**config.mk**
```make
export PLATFORM = sky130hd
export DESIGN_NAME = fp32_sum_ctrl
export DESIGN_NICKNAME = d
export VERILOG_FILES = /design/src/rtl/fp32_sum_pkg.sv /design/src/rtl/fp32_sum_tag_pipe.sv /design/src/rtl/fp32_sum_ctrl.sv
export SDC_FILE = /design/constraint.sdc
export NUM_CORES = 1
export LEC_CHECK = 0
export CAP_MARGIN = 10
export CORE_UTILIZATION = 48
export CTS_CLUSTER_DIAMETER = 120
export DETAILED_ROUTE_END_ITERATION = 10
export PLACE_DENSITY = 0.89
export SYNTH_ARGS = -nofsm -noshare
export SYNTH_HDL_FRONTEND = slang
export SYNTH_SLANG_ARGS = --single-unit
export TNS_END_PERCENT = 100
```
**constraint.sdc**
```tcl
create_clock -name clk -period 5 [get_ports clk]
set_input_delay 0.75 -clock clk [delete_from_list [all_inputs] [get_ports clk]]
set_output_delay 0.75 -clock clk [all_outputs]
set_load 0.01 [all_outputs]
```
**src/rtl/fp32_sum_pkg.sv**
```systemverilog
// Shared constants and types for the FP32 group-summation controller.
package fp32_sum_pkg;

  localparam logic [31:0] FP32_POS_ZERO = 32'h0000_0000;

  // The adder can hold at most ADD_LATENCY live partials, so this width covers every legal latency.
  localparam int MAX_ADD_LATENCY = 16;
  localparam int LIVE_CNT_W      = $clog2(MAX_ADD_LATENCY + 1);

  typedef enum logic [1:0] {
    ACC,
    DRAIN,
    OUT
  } sum_state_e;

endpackage

```
**src/rtl/fp32_sum_tag_pipe.sv**
```systemverilog
// Tag shift register kept in step with the adder pipeline; a 1 at the tail
// marks that the value currently on add_result is a live partial sum.
module fp32_sum_tag_pipe #(
  parameter int DEPTH = 3
) (
  input  logic clk,
  input  logic clr,
  input  logic tag_i,
  output logic tag_o
);

  logic [DEPTH-1:0] pipe_q;

  always_ff @(posedge clk or posedge clr) begin
    if (clr) begin
      pipe_q <= '0;
    end else begin
      pipe_q <= {pipe_q[DEPTH-2:0], tag_i};
    end
  end

  assign tag_o = pipe_q[DEPTH-1];

endmodule

```
**src/rtl/fp32_sum_ctrl.sv**
```systemverilog
// Streaming FP32 group-summation controller driving an external pipelined adder.
// Define FP32_SUM_CNT_EN to add the per-group accepted-beat counter and out_count port.
module fp32_sum_ctrl
  import fp32_sum_pkg::*;
#(
  parameter int ADD_LATENCY = 3
`ifdef FP32_SUM_CNT_EN
  ,
  parameter int CNT_W = 16
`endif
) (
  input  logic             clk,
  input  logic             clr,
  input  logic [31:0]      in_data,
  input  logic             in_valid,
  input  logic             in_last,
  output logic             in_ready,
  output logic [31:0]      add_a,
  output logic [31:0]      add_b,
  input  logic [31:0]      add_result,
  output logic [31:0]      out_data,
  output logic             out_valid,
  input  logic             out_ready
`ifdef FP32_SUM_CNT_EN
  ,
  output logic [CNT_W-1:0] out_count
`endif
);

  sum_state_e            state_q, state_d;
  logic [31:0]           add_a_q, add_a_d;
  logic [31:0]           add_b_q, add_b_d;
  logic [31:0]           pend_q, pend_d;
  logic                  pend_vld_q, pend_vld_d;
  logic [31:0]           out_data_q, out_data_d;
  logic [LIVE_CNT_W-1:0] live_q, live_d;
  logic                  tag_d;
  logic                  tag_e;
  logic                  beat;

  assign beat = in_valid && (state_q == ACC);

  fp32_sum_tag_pipe #(
    .DEPTH(ADD_LATENCY)
  ) u_tag_pipe (
    .clk  (clk),
    .clr  (clr),
    .tag_i(tag_d),
    .tag_o(tag_e)
  );

  // live_q counts partials in flight plus the one parked in pend; a group is
  // finished when the last live value emerges with nothing left to pair it with.
  always_comb begin
    state_d    = state_q;
    add_a_d    = FP32_POS_ZERO;
    add_b_d    = FP32_POS_ZERO;
    tag_d      = 1'b0;
    live_d     = live_q;
    pend_d     = pend_q;
    pend_vld_d = pend_vld_q;
    out_data_d = out_data_q;
    unique case (state_q)
      ACC: begin
        if (beat) begin
          add_a_d = in_data;
          add_b_d = tag_e ? add_result : FP32_POS_ZERO;
          tag_d   = 1'b1;
          if (!tag_e) begin
            live_d = live_q + 1'b1;
          end
          if (in_last) begin
            state_d = DRAIN;
          end
        end else if (tag_e) begin
          add_a_d = add_result;
          tag_d   = 1'b1;
        end
      end
      DRAIN: begin
        if (tag_e) begin
          if (pend_vld_q) begin
            add_a_d    = pend_q;
            add_b_d    = add_result;
            tag_d      = 1'b1;
            pend_vld_d = 1'b0;
            live_d     = live_q - 1'b1;
          end else if (live_q == LIVE_CNT_W'(1)) begin
            out_data_d = add_result;
            state_d    = OUT;
          end else begin
            pend_d     = add_result;
            pend_vld_d = 1'b1;
          end
        end
      end
      OUT: begin
        if (out_ready) begin
          live_d     = '0;
          pend_d     = FP32_POS_ZERO;
          pend_vld_d = 1'b0;
          state_d    = ACC;
        end
      end
      default: state_d = ACC;
    endcase
  end

  always_ff @(posedge clk or posedge clr) begin
    if (clr) begin
      state_q    <= ACC;
      add_a_q    <= FP32_POS_ZERO;
      add_b_q    <= FP32_POS_ZERO;
      pend_q     <= FP32_POS_ZERO;
      pend_vld_q <= 1'b0;
      out_data_q <= FP32_POS_ZERO;
      live_q     <= '0;
    end else begin
      state_q    <= state_d;
      add_a_q    <= add_a_d;
      add_b_q    <= add_b_d;
      pend_q     <= pend_d;
      pend_vld_q <= pend_vld_d;
      out_data_q <= out_data_d;
      live_q     <= live_d;
    end
  end

  assign in_ready  = (state_q == ACC);
  assign out_valid = (state_q == OUT);
  assign out_data  = out_data_q;
  assign add_a     = add_a_q;
  assign add_b     = add_b_q;

`ifdef FP32_SUM_CNT_EN
  logic [CNT_W-1:0] count_q, count_d;

  // Saturate rather than wrap so an oversized group never reports a small count.
  always_comb begin
    count_d = count_q;
    if ((state_q == OUT) && out_ready) begin
      count_d = '0;
    end else if (beat && (count_q != {CNT_W{1'b1}})) begin
      count_d = count_q + 1'b1;
    end
  end

  always_ff @(posedge clk or posedge clr) begin
    if (clr) begin
      count_q <= '0;
    end else begin
      count_q <= count_d;
    end
  end

  assign out_count = count_q;
`endif

endmodule

```
---- Word level (Yosys, flattened, before mapping) ----
Index checks and enable logic that the tools add are counted.
storage, ports and cells
  register bits ........................... 139
  output and inout port bits .............. 98
  bits of input ports ..................... 69
  logic and storage cells ................. 69
cells by class
  multiplexer cells ....................... 37
  reduce and logical (&&, ||, !) cells .... 9
  add/subtract/negate cells ............... 2
  bitwise operators ....................... 1
  equality and inequality tests ........... 12
operators by type and width
  operator             number
  $mux 32              11
  $pmux 32 s2          3
  $mux 5               5
  $pmux 5 s3           1
  $mux 2               6
  $ne 2x2->1 const B   6
  $reduce_and 6->1     2
  $mux 1               8
  $ne 2x1->1 const B   3
  $pmux 2 s3           1
  $add 5x1->5 const B  1
  $eq 5x1->1 const B   1
  $reduce_and 5->1     1
  $sub 5x1->5 const B  1
  $pmux 1 s2           2
  $reduce_and 4->1     1
  $reduce_and 3->1     1
  $reduce_bool 3->1    1
  $eq 2x1->1 const B   1
  $eq 2x2->1 const B   1
  $logic_not 2->1      1
  $reduce_bool 2->1    1
  $logic_and 1x1->1    1
  $not 1->1            1

---- Logic depth before layout (Yosys ltp) ----
  word-level depth ........................ 5
  mapped depth ............................ 8
  gate-level depth less buffers ........... 6

---- Modules after synthesis ----
A second synthesis with hierarchy kept.
second synthesis, totals
  cell total of the unflattened synthesis .. 478
  area total of the unflattened synthesis .. 5,786.8 um^2
by module, submodules not included
  module             area each (um^2)  times used  sequential area each (um^2)  cells each
  fp32_sum_ctrl      5,708.0           1           3,403.3                      474
  fp32_sum_tag_pipe  78.8              1           75.1                         4

---- Worst setup path after synthesis ----
OpenSTA, ideal clock, no wires.
  kind .................................... reg-to-reg
  start point ............................. register state_q[0]
  end point ............................... register pend_q[20]
  cell stages (with the launch flop) ...... 7
  data required time ...................... 4,875 ps
  arrival time ............................ 1,973 ps
  setup time .............................. 125 ps
  period minus slack after synthesis ...... 2,097 ps
  buffers on the path ..................... 1
  slack ................................... 2,903 ps
  cells stage by stage .................... dfrtp_1 inv_1 ha_1 nor2_1 a2111oi_2 buf_2 mux2_2
on the way
  longest elaborated chain between the ends .. 3
  elaborated cells on any way between the ends .. 9
  classes of those cells .................. eq/ne (6); mux (1); reduce/logical (2)
RTL lines
  item                                                              RTL line              RTL
  start, declared                                                   fp32_sum_ctrl.sv:30   sum_state_e state_q, state_d;
  start signal, assigned                                            fp32_sum_ctrl.sv:119  state_q <= state_d;
  $eq 2x2->1 *                                                      n/a
  via out_valid                                                     fp32_sum_ctrl.sv:22   output logic out_valid,
  $ne 2x1->1 (no line) / $reduce_bool 2->1 (equally long branches)  n/a
  $reduce_and 5->1 (no line)                                        n/a
  end signal, assigned                                              fp32_sum_ctrl.sv:122  pend_q <= pend_d;
  end, declared                                                     fp32_sum_ctrl.sv:33   logic [31:0] pend_q, pend_d;
The timed path passes the listed nets; every way through them passes the cells marked *.
A chain may end at the register's enable or synchronous reset.

---- Worst setup path after layout ----
  start point ............................. register state_q[0]
  end point ............................... register pend_q[14]
on the way
  longest elaborated chain between the ends .. 3
  elaborated cells on any way between the ends .. 9
  classes of those cells .................. eq/ne (6); mux (1); reduce/logical (2)
RTL lines
  item                                                RTL line             RTL
  $eq 2x1->1 / $eq 2x2->1 (equally long branches)     fp32_sum_ctrl.sv:63  unique case (state_q)
  $ne 2x2->1 (no line), or another cell as far along  n/a
  $reduce_and 5->1 (no line)                          n/a
Several ways; a longest one is shown, not always the timed one.

==> results.toml <==
[cells_and_area]
antenna_cells = 0
finalInstanceArea_um2 = 8260
fill_cells = 843
drive_gt1_frac = 0.176
area_delta_synth_final_pct = 40.1
final_nets = 678
seq_area_um2 = 3480
postLayoutCoreUtil = 0.688
multi_input_area_um2 = 2110

[global_routing]
grt_max_degree = 111
grt_antenna_before_repair = 0
grt_pass1_vias = 4433
grt_pass1_wl_um = 23600
grt_use_total = 0.244
globalRoute.totalOverflow = 0

[floorplan]
start_util = 0.491
core-area_um2 = 12000
dieWidth_um = 113
die_h_um = 113
ios = 167
die_area_um2 = 12700
rows = 40

[placed_design]
postPlaceCellArea_um2 = 7610
gp_congestion = 0.753
dp_hpwl_um = 9330
io_buffers = 166

[sta]
hold_viol_final = 0
tns_ns = 0
finalSetupViolations = 0
period_share = 0.651
skew_ns = 0.00545
drv_slew = 0
tightest_slew_ns = 1.17
fin_crit_ns = 3.25
fmax_mhz = 307
slew_headroom = 0.223
grt_setup_unrepaired = "false"

[worst_setup_path]
r2r.worst_path.cells = 6
timing_worst_setup_path_type = "reg2reg"
crit_path_max_fanout = 36
worstSetupStartpointType = "flop"
crit_path_top_delay_cell = "a2111oi_4"
worstSetupEndpointType = "flop"
cp.required_ns = 5.29
max_stage_delay_ns = 0.85
crit_arrival_ns = 3.55
crit_path_cell_trace = "inv_1, ha_2, nor2_1, a2111oi_4, buf_4, mux2_2"

[run_status]
status = "finished, final reports clean"

[power_and_ir_drop]
p_per_area_nw_per_um2 = 657
p_leak_nw = 3.87
peakVddDrop_mv = 0.441
total_power_w = 0.00543

[clocking]
root_buffer = "clkbuf_16"
post-cts-setup-buffers = 0
clockBufferDepth = 2
clkLatencyLatePin_ns = 0.41
cts_max_level = 4
cts.sinks = 139
numCtsBuffers = 17
cts.reportedPaths.clkPinSlew_ns = 0.06
cts_tree = "built"
post_cts_resized = 0
cts_hold_buf = 0

[yosys]
synth-adder-area-share = 0.0170
ys_warn_count = 0
seq_area_frac_synth = 0.590
synth_top_cell_area_share = 0.590
synth-edff-count = 0
syn_inst = 441
synthDistinctLibCells = 41
synth_top_area_cell = "dfrtp_1"
synthesis.nets = 518
synth_xor_area_frac = 0
synth_compound_gate_area_share = 0.0883
async_flop_share = 1.00
synthMuxAreaShare = 0.145
yosys.area_share.simple = 0.103
synth_top_family_by_area = "multiplexers"
synth_most_common_cell = "dfrtp_1"
synth.area.top_cells = "dfrtp_1 (59%), mux2_4 (7.6%), mux2_2 (6.3%)"
yosys-top-cells-count = "dfrtp_1 (139), inv_1 (39), nor2b_1 (35)"
synthesis.area_um2 = 5890
synth_flop_cell = "dfrtp_1"
ys_ff_latch = 139
postSynthAreaPerCell_um2 = 13.4

[route]
drt_iter0_markers = 324
drc = 0
drt_wl_total_um = 14600
first_pass_iters = 6
routed-via-count = 4171
avgViaCountPerCell = 5.48
wl_per_cell_um = 19.2
postRouteAntennaNets = 0

[job]
drv_cap = 0

[worst_hold_path]
whs_path_depth = 0
hold_class = "reg2reg"
-- state kept, by name, summed over array words and instances (netlist names) --
name / count
pend_q: 32
u_tag_pipe.pipe_q: 3
live_q: 5
pend_vld_q: 1
out_data: 32
state_q: 2
add_b: 32
add_a: 32
-- worst max-delay path, delay by kind of cell, from the launching register on --
kind / cells / cell delay, ns
buf+inv: 2 / 0.54
flops: 1 / 0.41
compound gates: 1 / 0.85
mux: 1 / 0.38
fa+ha+maj: 1 / 0.73
simple gates: 1 / 0.21
-- cells by family (layout without fill, tap and decap cells) --
family,count (synthesis),in the layout
flops,139,139
compound gates,59,59
fa+ha+maj,8,8
simple gates,100,100
mux,66,66
buf+inv,69,242
-- metrics by stage --
stage	hold WS [ns]	setup slack, ns	std cells
after global placement	0.334	1.79	728
final	0.359	1.75	761
after detailed placement	0.346	1.71	728
after floorplan	0.331	0.525	441
after CTS	0.359	1.74	760
after global routing	0.360	1.56	761
-- power by group --
group / total [W] / internal, W / switching (W) / leakage (nW)
clock network: 0.00134 / 0.000873 / 0.000462 / 0.313
registers: 0.00190 / 0.00162 / 0.000277 / 1.73
logic: 0.00220 / 0.00124 / 0.000955 / 1.82
-- path summary, 6_finish.rpt --
| check | start | endpoint | slack, ns |
|---|---|---|---|
| setup / recovery | state_q[0] | pend_q[14] | 1.75 |
| hold / removal | u_tag_pipe.pipe_q[0] | u_tag_pipe.pipe_q[1] | 0.36 |
| setup reg to reg | state_q[0] | pend_q[14] | 1.75 |
| hold reg to reg | u_tag_pipe.pipe_q[0] | u_tag_pipe.pipe_q[1] | 0.36 |
| max in group asynchronous | clr | add_a[1] | 3.12 |
| min in group asynchronous | clr | add_b[22] | 0.94 |
-- final cells by class --
cell class,count,area share
Multi-Input combinational cell,233,0.255
Tap cell,147,0.0223
Clock inverter,11,0.0200
Sequential cell,139,0.421
Inverter,39,0.0183
Timing Repair Buffer,171,0.206
Clock buffer,21,0.0570
-- cells in the final DEF, fill, tap and decap left out, types with 2 or more instances in the layout --
cell             instances
a2111o_1                 3
a21oi_1                  5
a222oi_1                32
and2_1                  32
and3_1                   3
buf_4                    4
bufinv_16                4
clkbuf_16               17
clkbuf_8                 3
clkdlybuf4s50_1        166
clkinv_2                 4
dfrtp_1                139
ha_1                     7
inv_1                   38
inv_6                    2
mux2_1                   2
mux2_2                  33
mux2_4                  30
nand2_1                  5
nand2b_1                 2
nand3_1                  6
nor2_1                   6
nor2b_1                 34
o211ai_1                 3
o21ai_0                  7
or3_2                    2
-- metal layers --
layer | global-route usage | wire length, um
met1 | 0.304 | 5960
met4 | 0.0907 | 181
met2 | 0.414 | 7540
met5 | 0 | 0
met3 | 0.0616 | 937
(Power assumes the default switching activity.)
